`config.mk`:
```
export PLATFORM = sky130hd
export DESIGN_NAME = capture_pi_controller
export DESIGN_NICKNAME = d
export VERILOG_FILES = /design/src/rtl/capture_pi_controller_pkg.sv /design/src/rtl/capture_pi_controller_sat_clamp.sv /design/src/rtl/capture_pi_controller.sv
export SDC_FILE = /design/constraint.sdc
export NUM_CORES = 1
export LEC_CHECK = 0
export CORE_MARGIN = 8
export CORE_UTILIZATION = 70
export DETAILED_ROUTE_END_ITERATION = 7
export DONT_BUFFER_PORTS = 1
export PLACE_DENSITY_LB_ADDON = 0.2
export SETUP_SLACK_MARGIN = 0.02
export SYNTH_ARGS = -nofsm -noshare
export SYNTH_HDL_FRONTEND = slang
export SYNTH_SLANG_ARGS = --single-unit
export TNS_END_PERCENT = 5
```
`constraint.sdc`:
```
create_clock -name clk -period 21.7 [get_ports clk]
set_input_delay 2.17 -clock clk [delete_from_list [all_inputs] [get_ports clk]]
set_output_delay 2.17 -clock clk [all_outputs]
set_load 0.02 [all_outputs]
```
`src/rtl/capture_pi_controller_pkg.sv`:
```
`default_nettype none
// ============================================================================
// Module   : capture_pi_controller_pkg
// Brief    : Shared state encoding and default loop constants for the
//            capture-driven PI duty controller.
// Revision : 1.0 - initial release
// ============================================================================
package capture_pi_controller_pkg;

  // Controller sequencing: one PI update walks IDLE -> ERR -> PMUL -> IMUL -> OUT
  typedef enum logic [2:0] {
    ST_IDLE = 3'd0,
    ST_ERR  = 3'd1,
    ST_PMUL = 3'd2,
    ST_IMUL = 3'd3,
    ST_OUT  = 3'd4
  } pi_state_t;

  // Gain of 1.0 is 2^SHIFT; duty saturates at DUTY_MAX
  localparam int C_DEFAULT_SHIFT    = 6;
  localparam int C_DEFAULT_DUTY_MAX = 255;

endpackage
`default_nettype wire

```
`src/rtl/capture_pi_controller_sat_clamp.sv`:
```
`default_nettype none
// ============================================================================
// Module   : capture_pi_controller_sat_clamp
// Brief    : Clamps a signed value into the constant window [LO, HI] and
//            returns the low OUT_LEN bits of the clamped result.
// Revision : 1.0 - initial release
// ============================================================================
module capture_pi_controller_sat_clamp #(
  parameter int IN_LEN  = 21,
  parameter int OUT_LEN = 20,
  parameter int LO      = 0,
  parameter int HI      = 255
) (
  input  logic signed [IN_LEN-1:0]  i_value,
  output logic        [OUT_LEN-1:0] o_result
);

  localparam logic signed [IN_LEN-1:0] C_LO     = IN_LEN'(LO);
  localparam logic signed [IN_LEN-1:0] C_HI     = IN_LEN'(HI);
  localparam logic        [OUT_LEN-1:0] C_LO_OUT = C_LO[OUT_LEN-1:0];
  localparam logic        [OUT_LEN-1:0] C_HI_OUT = C_HI[OUT_LEN-1:0];

  // Pass the value through unless it falls outside the window
  always_comb begin
    o_result = i_value[OUT_LEN-1:0];
    if (i_value < C_LO) begin
      o_result = C_LO_OUT;
    end else if (i_value > C_HI) begin
      o_result = C_HI_OUT;
    end
  end

endmodule
`default_nettype wire

```
`src/rtl/capture_pi_controller.sv`:
```
`default_nettype none
// ============================================================================
// Module   : capture_pi_controller
// Brief    : Discrete PI regulator between input capture and PWM. Each
//            accepted capture runs one multi-cycle update through a single
//            shared multiplier and produces a clamped unsigned duty word.
// Revision : 1.0 - initial release
// ============================================================================
module capture_pi_controller
  import capture_pi_controller_pkg::*;
#(
  parameter int CAP_LEN  = 9,
  parameter int GAIN_LEN = 8,
  parameter int SHIFT    = C_DEFAULT_SHIFT,
  parameter int DUTY_LEN = 8,
  parameter int DUTY_MAX = C_DEFAULT_DUTY_MAX,
  parameter int ACC_LEN  = 20
) (
  input  logic                clk,
  input  logic                rst_n,
  input  logic [CAP_LEN-1:0]  capture,
  input  logic                capture_valid,
  input  logic                overflow,
  input  logic [CAP_LEN-1:0]  setpoint,
  input  logic [GAIN_LEN-1:0] kp,
  input  logic [GAIN_LEN-1:0] ki,
  input  logic                fault_clr,
  output logic [DUTY_LEN-1:0] duty,
  output logic                duty_valid,
  output logic                busy,
  output logic                fault,
  output logic                missed
);

  localparam int C_ERR_LEN  = CAP_LEN + 1;
  localparam int C_PROD_LEN = CAP_LEN + GAIN_LEN + 1;
  localparam int C_SUM_LEN  = ACC_LEN + 1;
  localparam int C_ACC_HI   = DUTY_MAX << SHIFT;

  pi_state_t r_state;
  pi_state_t w_next_state;

  logic [CAP_LEN-1:0]          r_capture;
  logic [CAP_LEN-1:0]          r_setpoint;
  logic [GAIN_LEN-1:0]         r_kp;
  logic [GAIN_LEN-1:0]         r_ki;
  logic                        r_overflow;
  logic signed [C_ERR_LEN-1:0] r_err;
  logic signed [C_PROD_LEN-1:0] r_p;
  logic signed [ACC_LEN-1:0]   r_acc;
  logic signed [ACC_LEN-1:0]   r_acc_next;
  logic signed [C_SUM_LEN-1:0] r_u;

  logic [GAIN_LEN-1:0]          w_gain;
  logic signed [C_PROD_LEN-1:0] w_prod;
  logic signed [C_SUM_LEN-1:0]  w_acc_sum;
  logic [ACC_LEN-1:0]           w_acc_clamped;
  logic signed [C_SUM_LEN-1:0]  w_sum;
  logic signed [C_SUM_LEN-1:0]  w_u;
  logic [DUTY_LEN-1:0]          w_duty_clamped;

  assign busy = (r_state != ST_IDLE);

  // Single multiplier: kp in PMUL, ki in IMUL
  assign w_gain = (r_state == ST_IMUL) ? r_ki : r_kp;
  assign w_prod = C_PROD_LEN'(r_err) * C_PROD_LEN'($signed({1'b0, w_gain}));

  // Integrator candidate, then anti-windup clamp to [0, DUTY_MAX << SHIFT]
  assign w_acc_sum = C_SUM_LEN'(r_acc) + C_SUM_LEN'(w_prod);

  capture_pi_controller_sat_clamp #(
    .IN_LEN  (C_SUM_LEN),
    .OUT_LEN (ACC_LEN),
    .LO      (0),
    .HI      (C_ACC_HI)
  ) u_acc_clamp (
    .i_value  (w_acc_sum),
    .o_result (w_acc_clamped)
  );

  // PI sum uses the already-clamped integrator so saturation recovers at once
  assign w_sum = C_SUM_LEN'(r_p) + C_SUM_LEN'($signed(w_acc_clamped));
  assign w_u   = w_sum >>> SHIFT;

  capture_pi_controller_sat_clamp #(
    .IN_LEN  (C_SUM_LEN),
    .OUT_LEN (DUTY_LEN),
    .LO      (0),
    .HI      (DUTY_MAX)
  ) u_duty_clamp (
    .i_value  (r_u),
    .o_result (w_duty_clamped)
  );

  // State register
  always_ff @(posedge clk) begin
    if (!rst_n) begin
      r_state <= ST_IDLE;
    end else begin
      r_state <= w_next_state;
    end
  end

  // Next-state sequencing; an overflow sample skips straight to the output step
  always_comb begin
    w_next_state = r_state;
    case (r_state)
      ST_IDLE: if (capture_valid) w_next_state = overflow ? ST_OUT : ST_ERR;
      ST_ERR:  w_next_state = ST_PMUL;
      ST_PMUL: w_next_state = ST_IMUL;
      ST_IMUL: w_next_state = ST_OUT;
      ST_OUT:  w_next_state = ST_IDLE;
      default: w_next_state = ST_IDLE;
    endcase
  end

  // Datapath: latch operands, step the PI arithmetic, publish duty in OUT
  always_ff @(posedge clk) begin
    if (!rst_n) begin
      r_capture  <= '0;
      r_setpoint <= '0;
      r_kp       <= '0;
      r_ki       <= '0;
      r_overflow <= 1'b0;
      r_err      <= '0;
      r_p        <= '0;
      r_acc      <= '0;
      r_acc_next <= '0;
      r_u        <= '0;
      duty       <= '0;
      duty_valid <= 1'b0;
    end else begin
      duty_valid <= 1'b0;
      case (r_state)
        ST_IDLE: begin
          if (capture_valid) begin
            r_capture  <= capture;
            r_setpoint <= setpoint;
            r_kp       <= kp;
            r_ki       <= ki;
            r_overflow <= overflow;
          end
        end
        ST_ERR: begin
          r_err <= $signed({1'b0, r_setpoint}) - $signed({1'b0, r_capture});
        end
        ST_PMUL: begin
          r_p <= w_prod;
        end
        ST_IMUL: begin
          r_acc_next <= $signed(w_acc_clamped);
          r_u        <= w_u;
        end
        ST_OUT: begin
          duty_valid <= 1'b1;
          if (r_overflow) begin
            duty  <= '0;
            r_acc <= '0;
          end else begin
            duty  <= w_duty_clamped;
            r_acc <= r_acc_next;
          end
        end
        default: ;
      endcase
    end
  end

  // Sticky overflow fault (set beats clear) and dropped-sample pulse
  always_ff @(posedge clk) begin
    if (!rst_n) begin
      fault  <= 1'b0;
      missed <= 1'b0;
    end else begin
      missed <= capture_valid && (r_state != ST_IDLE);
      if ((r_state == ST_OUT) && r_overflow) begin
        fault <= 1'b1;
      end else if (fault_clr) begin
        fault <= 1'b0;
      end
    end
  end

endmodule
`default_nettype wire

```
Yosys cells after proc, flatten, opt, wreduce, memory -nomap -nowiden. Cells that the tools add are included. Widths: inputs -> output; s select.

Register bits: 132. Logic and storage cells: 47.

Add/sub/neg operators: 3. Muxes and demuxes: 13. Order comparisons: 4. Reduce and logical (&&, ||, !) cells: 6. Eq/ne operators: 5. Multipliers: 1.

Operators by type and width (number): $mux 20 (3); $mux 8 (4); $add 18x20->21 (1); $add 20x18->21 (1); $gt 21x15->1 const B (1); $lt 21x1->1 const B (1); $mul 10x9->18 (1); $gt 15x9->1 const B (1); $lt 15x1->1 const B (1); $pmux 3 s4 (1); $sub 9x9->10 (1); $eq 3x2->1 const B (2); $mux 3 (2); $eq 3x1->1 const B (1); $eq 3x3->1 const B (1); $logic_not 3->1 (1); $mux 1 (3); $reduce_bool 3->1 (1); $logic_and 1x1->1 (2); $ne 2x2->1 const B (1); $reduce_and 2->1 (1); $reduce_bool 2->1 (1).

Longest topological paths before layout. Gate-level depths: netlist of the first run.

Depth in word-level cells: 8. Mapped depth: 45. Gate-level depth less buffers: 41.

By module. From an unflattened synthesis of the first run, not the netlist that was laid out.

Cells, all modules: 1255. Area, all modules: 10470.0 um^2.

By module, submodules not included: capture_pi_controller (area each 10045.9 um^2, instances 1, cells an instance 1194); capture_pi_controller_sat_clamp (u_acc_clamp) (area each 235.2 um^2, instances 1, cells an instance 38); capture_pi_controller_sat_clamp (u_duty_clamp) (area each 188.9 um^2, instances 1, cells an instance 23).

Worst setup path after synthesis of the first run. OpenSTA, ideal clock, no wires.

Path type: reg-to-reg. From: reg r_state[2]. To: reg r_u[11]. Buffers on the path: 4. Data arrival time: 9.771 ns. Required time: 21.578 ns. Path slack: 11.807 ns. Stages on the path, launching flop included: 42. Path through: dfxtp_1 -> clkbuf_1 -> and3b_1 -> clkbuf_1 -> clkbuf_1 -> nand2_1 -> nand2_1 -> nand2_1 -> fa_1 -> inv_1 -> fa_1 -> ha_1 -> fa_1 -> fa_1 -> a21o_1 -> a21oi_1 -> o21bai_1 -> a21oi_1 -> (+6 left out) -> ha_1 -> and4_1 -> nand3_1 -> o311ai_0 -> xor2_1 -> a221oi_1 -> and4_1 -> clkbuf_1 -> nand2b_1 -> nor2_1 -> ha_1 -> a21o_1 -> a21o_1 -> a221oi_1 -> a41oi_4 -> a211o_1 -> a21o_1 -> a221o_1.

Cells in the longest elaborated chain, start to end: 8.

Ends and longest elaborated chain: from (decl) (line capture_pi_controller.sv:40) `pi_state_t r_state;`; from (signal assigned) (line capture_pi_controller.sv:100) `r_state <= w_next_state;`; $eq 3x2->1 (*) (line capture_pi_controller.sv:65) `assign w_gain = (r_state == ST_IMUL) ? r_ki : r_kp;`; $mux 8 (*) (line capture_pi_controller.sv:65); $mul 10x9->18 (*) (line capture_pi_controller.sv:66) `assign w_prod = C_PROD_LEN'(r_err) * C_PROD_LEN'($signed({1'b0, w_gain}));`; via w_prod[16] (line capture_pi_controller.sv:55) `logic signed [C_PROD_LEN-1:0] w_prod;`; $add 20x18->21 (*) (line capture_pi_controller.sv:69) `assign w_acc_sum = C_SUM_LEN'(r_acc) + C_SUM_LEN'(w_prod);`; $gt 21x15->1 (line capture_pi_controller_sat_clamp.sv:28) `end else if (i_value > C_HI) begin`; $mux 20 (line capture_pi_controller_sat_clamp.sv:28); $mux 20 (*) (line capture_pi_controller_sat_clamp.sv:26) `if (i_value < C_LO) begin`; via u_acc_clamp.o_result[3] (line capture_pi_controller_sat_clamp.sv:15) `output logic [OUT_LEN-1:0] o_result`; $add 18x20->21 (*) (line capture_pi_controller.sv:82) `assign w_sum = C_SUM_LEN'(r_p) + C_SUM_LEN'($signed(w_acc_clamped));`; to (signal assigned) (line capture_pi_controller.sv:152) `r_u <= w_u;`; to (decl) (line capture_pi_controller.sv:52) `logic signed [C_SUM_LEN-1:0] r_u;`.

The timed path passes the listed nets; every way through them passes the cells marked *. A chain may end at the register's enable or synchronous reset.

Worst setup path in the final report of the first run.
From: reg r_state[2]. To: reg r_u[8].

Same word-level chain as after synthesis.

==> qor.csv, run 1 <==
metric,value,unit
drt-wirelength-per-cell,17.5,um
nets,1419,
clock_tree_from_tritoncts,done,
powerDensity,66.7,mW/mm2
hold_path.class,register to register,
cp-start-kind,register,
cts_root_buf,sky130_fd_sc_hd__clkbuf_16,
unrepaired_setup_endpoints_after_global_routing,false,
synth-edff-count,0,
n_antenna_cell,0,
dieWidth,135,um
reg2reg_start,r_state[2]$_SDFFE_PN0P_,
cap_violations,0,
syn_avg_cell_area,7.96,um2
clock.fmax,88.7,MHz
clock_insertion_delay_worst_skew,420,ps
timing.final.crit_period,11270,ps
criticalPathCategory,register to register,
initial_utilization,71.7,%
ys_top_cells_by_count,"246 x sky130_fd_sc_hd__nand2_1, 154 x sky130_fd_sc_hd__a21oi_1, 132 x sky130_fd_sc_hd__dfxtp_1",
number_of_gates_given_a_new_drive_strength_after_cts,0,
globalplace.congestion,1.04,
synth.yosys.warnings,0,
final_number_of_max_transition_violations,0,
die_area,0.0183,mm2
grt_pass1_vias,8606,
post_synth_inst_count,1255,
overflow,0,
run_status,"finished, final reports clean",
rr_worst_depth,40,
postCtsSetupBuffers,0,
power.ir.vdd_worst,0.0000877,V
layout_setup_ws,10430,ps
post-place-ws,10670,ps
post_synthesis_sequential_area_ratio,26.5,%
timing.slew.headroom,23.5,%
crit_path_top_delay_cell,sky130_fd_sc_hd__mux2i_1,
async_set_reset_flop_share_out_of_synthesis,0,%
dr_total_vias,8655,
postSynth.topFlopCell,sky130_fd_sc_hd__dfxtp_1,
hold-worst-slack,452,ps
grt_util_all_layers,27.9,%
wirelength,24.9,mm
core_region_area,0.0139,mm2
cts-hold-fix-buffers,0,
synth_top_area_share,26.5,%
clock-skew-final,14.6,ps
drtPass1Iterations,5,
regToRegSetupSlack,10430,ps
setup_tns,0,ps
final_antenna_net_count,0,
worstSetupEndpointType,register,
worst-endpoint-arrival,11570,ps
synth.distinct_cells,64,
cts_buffers,17,
ys_top_cells_by_area,"sky130_fd_sc_hd__dfxtp_1 26%, sky130_fd_sc_hd__fa_1 13%, sky130_fd_sc_hd__ha_1 11%, sky130_fd_sc_hd__nand2_1 9.2%, sky130_fd_sc_hd__a21oi_1 7.7%",
setup_viol,0,
slew_at_the_pin_closest_to_its_max_slew_limit,1150,ps
clock_sinks,132,
yosys.cell_count.top_type,sky130_fd_sc_hd__nand2_1,
timing.critical_path.to,r_u[8]$_SDFFE_PN0P_,
worstPathRequired,22000,ps
netlist_area,0.00999,mm2
cp_max_fo,29,
synth_seq_cells,132,
first_iter_violations,620,
clkTransAtPathRegs,60,ps
syn2layout_area_growth,6.98,%
max_stage_delay,950,ps
worstReg2RegEnd,r_u[8]$_SDFFE_PN0P_,
antenna_found_initial,0,
layout_worst_path_cycle_share,52.0,%
placementRows,43,
final_hold_viol_count,0,
floorplan.die.height,135,um
layout-drive-gt1-share,4.03,%
synth_area_leader,sky130_fd_sc_hd__dfxtp_1,
power.static_leakage,4.87,nW
post_drt_via_cell_ratio,6.09,
global_route_wire_length_before_repair,41.2,mm
hpwl,18.3,mm
max-clock-path-buffers,2,
crit_start,r_state[2]$_SDFFE_PN0P_,
num_io_pins,51,
numPortBuffers,0,
grt_start_max_net_pins,96,
htree_num_levels,4,
route.detailed.drc,0,
## layout by cell type, fill, tap and decap left out, types with 3 or more instances in the layout
master | netlist | layout
sky130_fd_sc_hd__a211oi_1 | 9 | 9
sky130_fd_sc_hd__a21o_1 | 29 | 29
sky130_fd_sc_hd__a21oi_1 | 154 | 154
sky130_fd_sc_hd__a221oi_1 | 3 | 3
sky130_fd_sc_hd__a31oi_1 | 6 | 6
sky130_fd_sc_hd__and2_1 | 29 | 29
sky130_fd_sc_hd__and3_1 | 12 | 12
sky130_fd_sc_hd__and4_1 | 3 | 3
sky130_fd_sc_hd__buf_4 | 0 | 5
sky130_fd_sc_hd__bufinv_16 | 0 | 3
sky130_fd_sc_hd__clkbuf_16 | 0 | 17
sky130_fd_sc_hd__clkinv_4 | 0 | 4
sky130_fd_sc_hd__conb_1 | 1 | 6
sky130_fd_sc_hd__dfxtp_1 | 132 | 132
sky130_fd_sc_hd__fa_1 | 66 | 66
sky130_fd_sc_hd__ha_1 | 85 | 85
sky130_fd_sc_hd__inv_1 | 117 | 117
sky130_fd_sc_hd__mux2i_1 | 4 | 4
sky130_fd_sc_hd__nand2_1 | 246 | 246
sky130_fd_sc_hd__nand2b_1 | 8 | 8
sky130_fd_sc_hd__nand3_1 | 13 | 13
sky130_fd_sc_hd__nand3b_1 | 5 | 5
sky130_fd_sc_hd__nand4_1 | 8 | 8
sky130_fd_sc_hd__nor2_1 | 66 | 66
sky130_fd_sc_hd__nor2b_1 | 23 | 23
sky130_fd_sc_hd__nor3_1 | 9 | 9
sky130_fd_sc_hd__nor3b_1 | 23 | 22
sky130_fd_sc_hd__o211ai_1 | 3 | 3
sky130_fd_sc_hd__o21ai_0 | 39 | 39
sky130_fd_sc_hd__o21bai_1 | 10 | 10
sky130_fd_sc_hd__o31ai_1 | 4 | 4
sky130_fd_sc_hd__or2_2 | 3 | 3
sky130_fd_sc_hd__or3_1 | 8 | 8
sky130_fd_sc_hd__xnor2_1 | 24 | 24
sky130_fd_sc_hd__xor2_1 | 20 | 20
## power by group
group | switching [mW] | leakage [nW] | internal, mW
combinational | 0.0981 | 3.50 | 0.0516
sequential | 0.0110 | 1.07 | 0.251
clock | 0.115 | 0.296 | 0.186
total | 0.224 | 4.87 | 0.488
## state kept, by name (all words and copies together), names as in the netlist, 9 cells and up
register / cells
r_setpoint: 9
r_capture: 9
r_err: 10
r_acc_next: 20
r_acc: 20
r_p: 18
r_u: 15
## logic make-up after synthesis
kind of cell | after synthesis | synth area share, %
fa+ha+maj | 151 | 23.9
xor+xnor | 44 | 3.86
flops | 132 | 26.5
simple gates | 467 | 21.9
other cells | 1 | 0.0376
buf+inv | 173 | 6.52
compound gates | 283 | 17.0
mux | 4 | 0.401
## metrics by stage
step	utilization (%)	total power [mW]	cell area, um2	instances
after floorplan	-	0.375	10000	1260
after global placement	72.2	0.408	10100	1390
after detailed placement	72.2	0.411	10100	1390
after CTS	76.7	0.711	10700	1422
after global routing	76.7	0.740	10700	1422
final	76.7	0.712	10700	1422
## final cells by class
class,instances,area [um2]
inverter,118,444
tap,180,225
fill,1026,3250
timing repair buffer,5,37.5
clock inverter,13,174
multi-input combinational,955,6720
clock buffer,19,443
sequential,132,2640
## critical path: cells and delay by family (launching register included)
family	cells	cell delay [ps]
AO/OA/AOI/OAI	16	4010
XOR/XNOR	3	650
adder cells (fa/ha/maj)	7	2870
buffers and inverters	5	550
flip-flops	1	500
multiplexers	1	950
AND/OR/NAND/NOR	8	1600
## metal layers
layer / up-vias / track usage [%] / share of wire [%]
li1: 4129 / - / -
met1: 4108 / 35.6 / 42
met2: 360 / 45.1 / 47
met3: 58 / 5.79 / 7.2
met4: 0 / 11.2 / 3.2
met5: - / 0 / 0
## worst min path at each step
stage                                     startpoint                    endpoint  slack, ps  depth (start not counted)
after floorplan                  r_u[1]$_SDFFE_PN0P_         r_u[1]$_SDFFE_PN0P_        420                          2
after global placement           r_u[6]$_SDFFE_PN0P_         r_u[6]$_SDFFE_PN0P_        440                          2
after detailed placement  r_acc_next[5]$_SDFFE_PN0P_  r_acc_next[5]$_SDFFE_PN0P_        440                          2
after CTS                 r_acc_next[5]$_SDFFE_PN0P_  r_acc_next[5]$_SDFFE_PN0P_        450                          2
after global routing      r_acc_next[5]$_SDFFE_PN0P_  r_acc_next[5]$_SDFFE_PN0P_        460                          2
final                     r_acc_next[2]$_SDFFE_PN0P_  r_acc_next[2]$_SDFFE_PN0P_        450                          2
(Power assumes the default switching activity.)
==> run 2, diff against run 1 <==
CORE_UTILIZATION = 59   (was 70)
clock period = 10.2 ns   (was 21.7 ns; I/O delays follow)
==> run 2 against run 1 <==
  * Clock skew up 0.91 ps
  * Hold slack improved by 1.3 ps
  * Cell count grew 3.8%
  * Combinational power grew 120%
  * Sequential power increased by 110%
  * Routed wire length rose by 0.67%
  * Critical path type unchanged
  * Largest power group unchanged
==> qor.csv, run 2 (synthesis results as in run 1) <==
metric,value,unit,change
grt_pass1_vias,8344,,was 8606
num_io_pins,51,,unchanged
placementRows,47,,was 43
timing.final.crit_period,9610,ps,was 11270 ps
htree_num_levels,4,,unchanged
dr_total_vias,8492,,was 8655
grt_start_max_net_pins,57,,was 96
final_hold_viol_count,0,,unchanged
initial_utilization,60.2,%,was 71.7%
criticalPathCategory,register to register,,unchanged
max-clock-path-buffers,2,,unchanged
layout-drive-gt1-share,6.13,%,was 4.03%
dp_cells,1444,,was 1390
layout.cells.most_common,sky130_fd_sc_hd__nand2_1,,unchanged
numPortBuffers,0,,unchanged
clock-skew-final,15.5,ps,was 14.6 ps
cap_violations,0,,unchanged
clock_tree_from_tritoncts,done,,unchanged
layout.cell_area.non_filler,0.0109,mm2,was 0.0107 mm2
setup_viol,0,,unchanged
cp_max_fo,10,,was 29
worst-endpoint-arrival,9920,ps,was 11570 ps
n_antenna_cell,0,,unchanged
run_status,"finished, final reports clean",,unchanged
groute.layer.met3.usage,4.39,%,was 5.79%
antenna_found_initial,0,,unchanged
use_met2,38.7,%,was 45.1%
global_route.peak_usage_layer,met2,,unchanged
floorplan.die.height,146,um,was 135 um
clock_sinks,132,,unchanged
timing.slew.headroom,23.2,%,was 23.5%
mostFrequentLayoutCells,"243 x sky130_fd_sc_hd__nand2_1, 152 x sky130_fd_sc_hd__a21oi_1, 131 x sky130_fd_sc_hd__dfxtp_1",,"was 246 x sky130_fd_sc_hd__nand2_1, 154 x sky130_fd_sc_hd__a21oi_1, 132 x sky130_fd_sc_hd__dfxtp_1"
postCtsSetupBuffers,0,,unchanged
final_antenna_net_count,0,,unchanged
drtPass1Iterations,5,,unchanged
dieWidth,146,um,was 135 um
overflow,0,,unchanged
utilization,65.6,%,was 76.7%
cts_buffers,17,,unchanged
m1_gr_usage,31.6,%,was 35.6%
clkTransAtPathRegs,60,ps,about the same
wirelength,25.1,mm,was 24.9 mm
cts-hold-fix-buffers,0,,unchanged
postPlaceCellArea,0.0102,mm2,was 0.0101 mm2
final-instance-count-excl-fill,1476,,was 1422
hpwl,18.9,mm,was 18.3 mm
max_stage_delay,520,ps,was 950 ps
post_drt_via_cell_ratio,5.75,,was 6.09
crit_path_top_delay_cell,sky130_fd_sc_hd__fa_1,,was sky130_fd_sc_hd__mux2i_1
global_route_wire_length_before_repair,41.6,mm,was 41.2 mm
worstSetupEndpointType,register,,unchanged
layout_top_registers,"r_acc (20), r_acc_next (20), r_p (18)",,unchanged
power.static_leakage,4.93,nW,was 4.87 nW
route.detailed.drc,0,,unchanged
clock.fmax,104,MHz,was 88.7 MHz
hold_path.class,register to register,,unchanged
power.ir.vdd_worst,0.000135,V,was 0.0000877 V
nets,1433,,was 1419
drt-wirelength-per-cell,17.0,um,was 17.5 um
die_area,0.0213,mm2,was 0.0183 mm2
syn2layout_area_growth,8.97,%,was 6.98%
grt_util_all_layers,23.7,%,was 27.9%
core_region_area,0.0166,mm2,was 0.0139 mm2
final_number_of_max_transition_violations,0,,unchanged
worstPathRequired,10510,ps,was 22000 ps
cts_root_buf,sky130_fd_sc_hd__clkbuf_16,,unchanged
layout_worst_path_cycle_share,94.2,%,was 52.0%
clock_insertion_delay_worst_skew,420,ps,about the same
setup_tns,0,ps,unchanged
powerDensity,139,mW/mm2,was 66.7 mW/mm2
first_iter_violations,583,,was 620
nFillCells,1490,,was 1026
regToRegSetupSlack,590,ps,was 10430 ps
slew_at_the_pin_closest_to_its_max_slew_limit,1150,ps,about the same
cp-start-kind,register,,unchanged
globalplace.congestion,0.913,,was 1.04
hold-worst-slack,453,ps,was 452 ps
run 2: cell types whose count changed in the layout (fill, tap and decap cells not counted), moves of 2 or more:
cell and change:
sky130_fd_sc_hd__a21oi_2 +2, sky130_fd_sc_hd__a21oi_1 -2, sky130_fd_sc_hd__nand2_2 +3, sky130_fd_sc_hd__buf_4 +14, sky130_fd_sc_hd__nand2_1 -3, sky130_fd_sc_hd__inv_6 +3, sky130_fd_sc_hd__clkinv_4 -2
run 2: area by class of cell:
cell class / instances / area [um2] / share of cell area, %
inverters: 118 / 444 / 4.08
multi-input cells: 955 / 6780 / 62.3
flip-flops and latches: 132 / 2640 / 24.3
clock inverters: 14 / 166 / 1.53
repair buffers: 19 / 143 / 1.31
well taps: 220 / 275 / 2.53
clock buffers: 18 / 429 / 3.94
run 2: what timing repair did:
item,4_1_cts,5_1_grt
endpoints found under the setup margin,8,15
cloned,0,0
gates resized for setup,1,16
run 2: critical path: cells and delay by family (launching register included):
kind | cells | cell delay, ps
AOI/OAI and AO/OA | 10 | 2270
DFF | 1 | 410
buffers and inverters | 5 | 450
and+or+nand+nor | 15 | 3100
adders and majority gates | 7 | 2790
xor gates and xnor gates | 1 | 460
run 2: path summary, 6_finish.rpt:
kind	end	start	cells after the start
setup / recovery	r_u[11]$_SDFFE_PN0P_	r_state[2]$_SDFFE_PN0P_	38
hold / removal	r_acc_next[11]$_SDFFE_PN0P_	r_acc_next[11]$_SDFFE_PN0P_	2
setup reg to reg	r_u[11]$_SDFFE_PN0P_	r_state[2]$_SDFFE_PN0P_	38
hold reg to reg	r_acc_next[11]$_SDFFE_PN0P_	r_acc_next[11]$_SDFFE_PN0P_	2
run 2: metrics by stage:
| stage | setup slack, ps | power [mW] |
|---|---|---|
| final | 587 | 1.51 |
| after floorplan | 307 | 0.798 |
| after global placement | 158 | 0.884 |
| after detailed placement | -35.9 | 0.886 |
| after CTS | 25.0 | 1.51 |
| after global routing | -45.3 | 1.58 |
run 2: power by group:
part           internal, mW  switching (mW)  leakage, nW  total (mW)
sequential            0.534          0.0216         1.07       0.555
combinational         0.120           0.214         3.58       0.333
clock                 0.368           0.257        0.282       0.625
total                  1.02           0.492         4.93        1.51
run 2: per-layer routing:
layer | up-vias | part of all wire [%] | wire length (um)
met5 | - | 0 | 0
met4 | 0 | 1.2 | 310
met3 | 26 | 6.5 | 1630
met2 | 255 | 47 | 11700
met1 | 4058 | 46 | 11500
li1 | 4153 | - | -
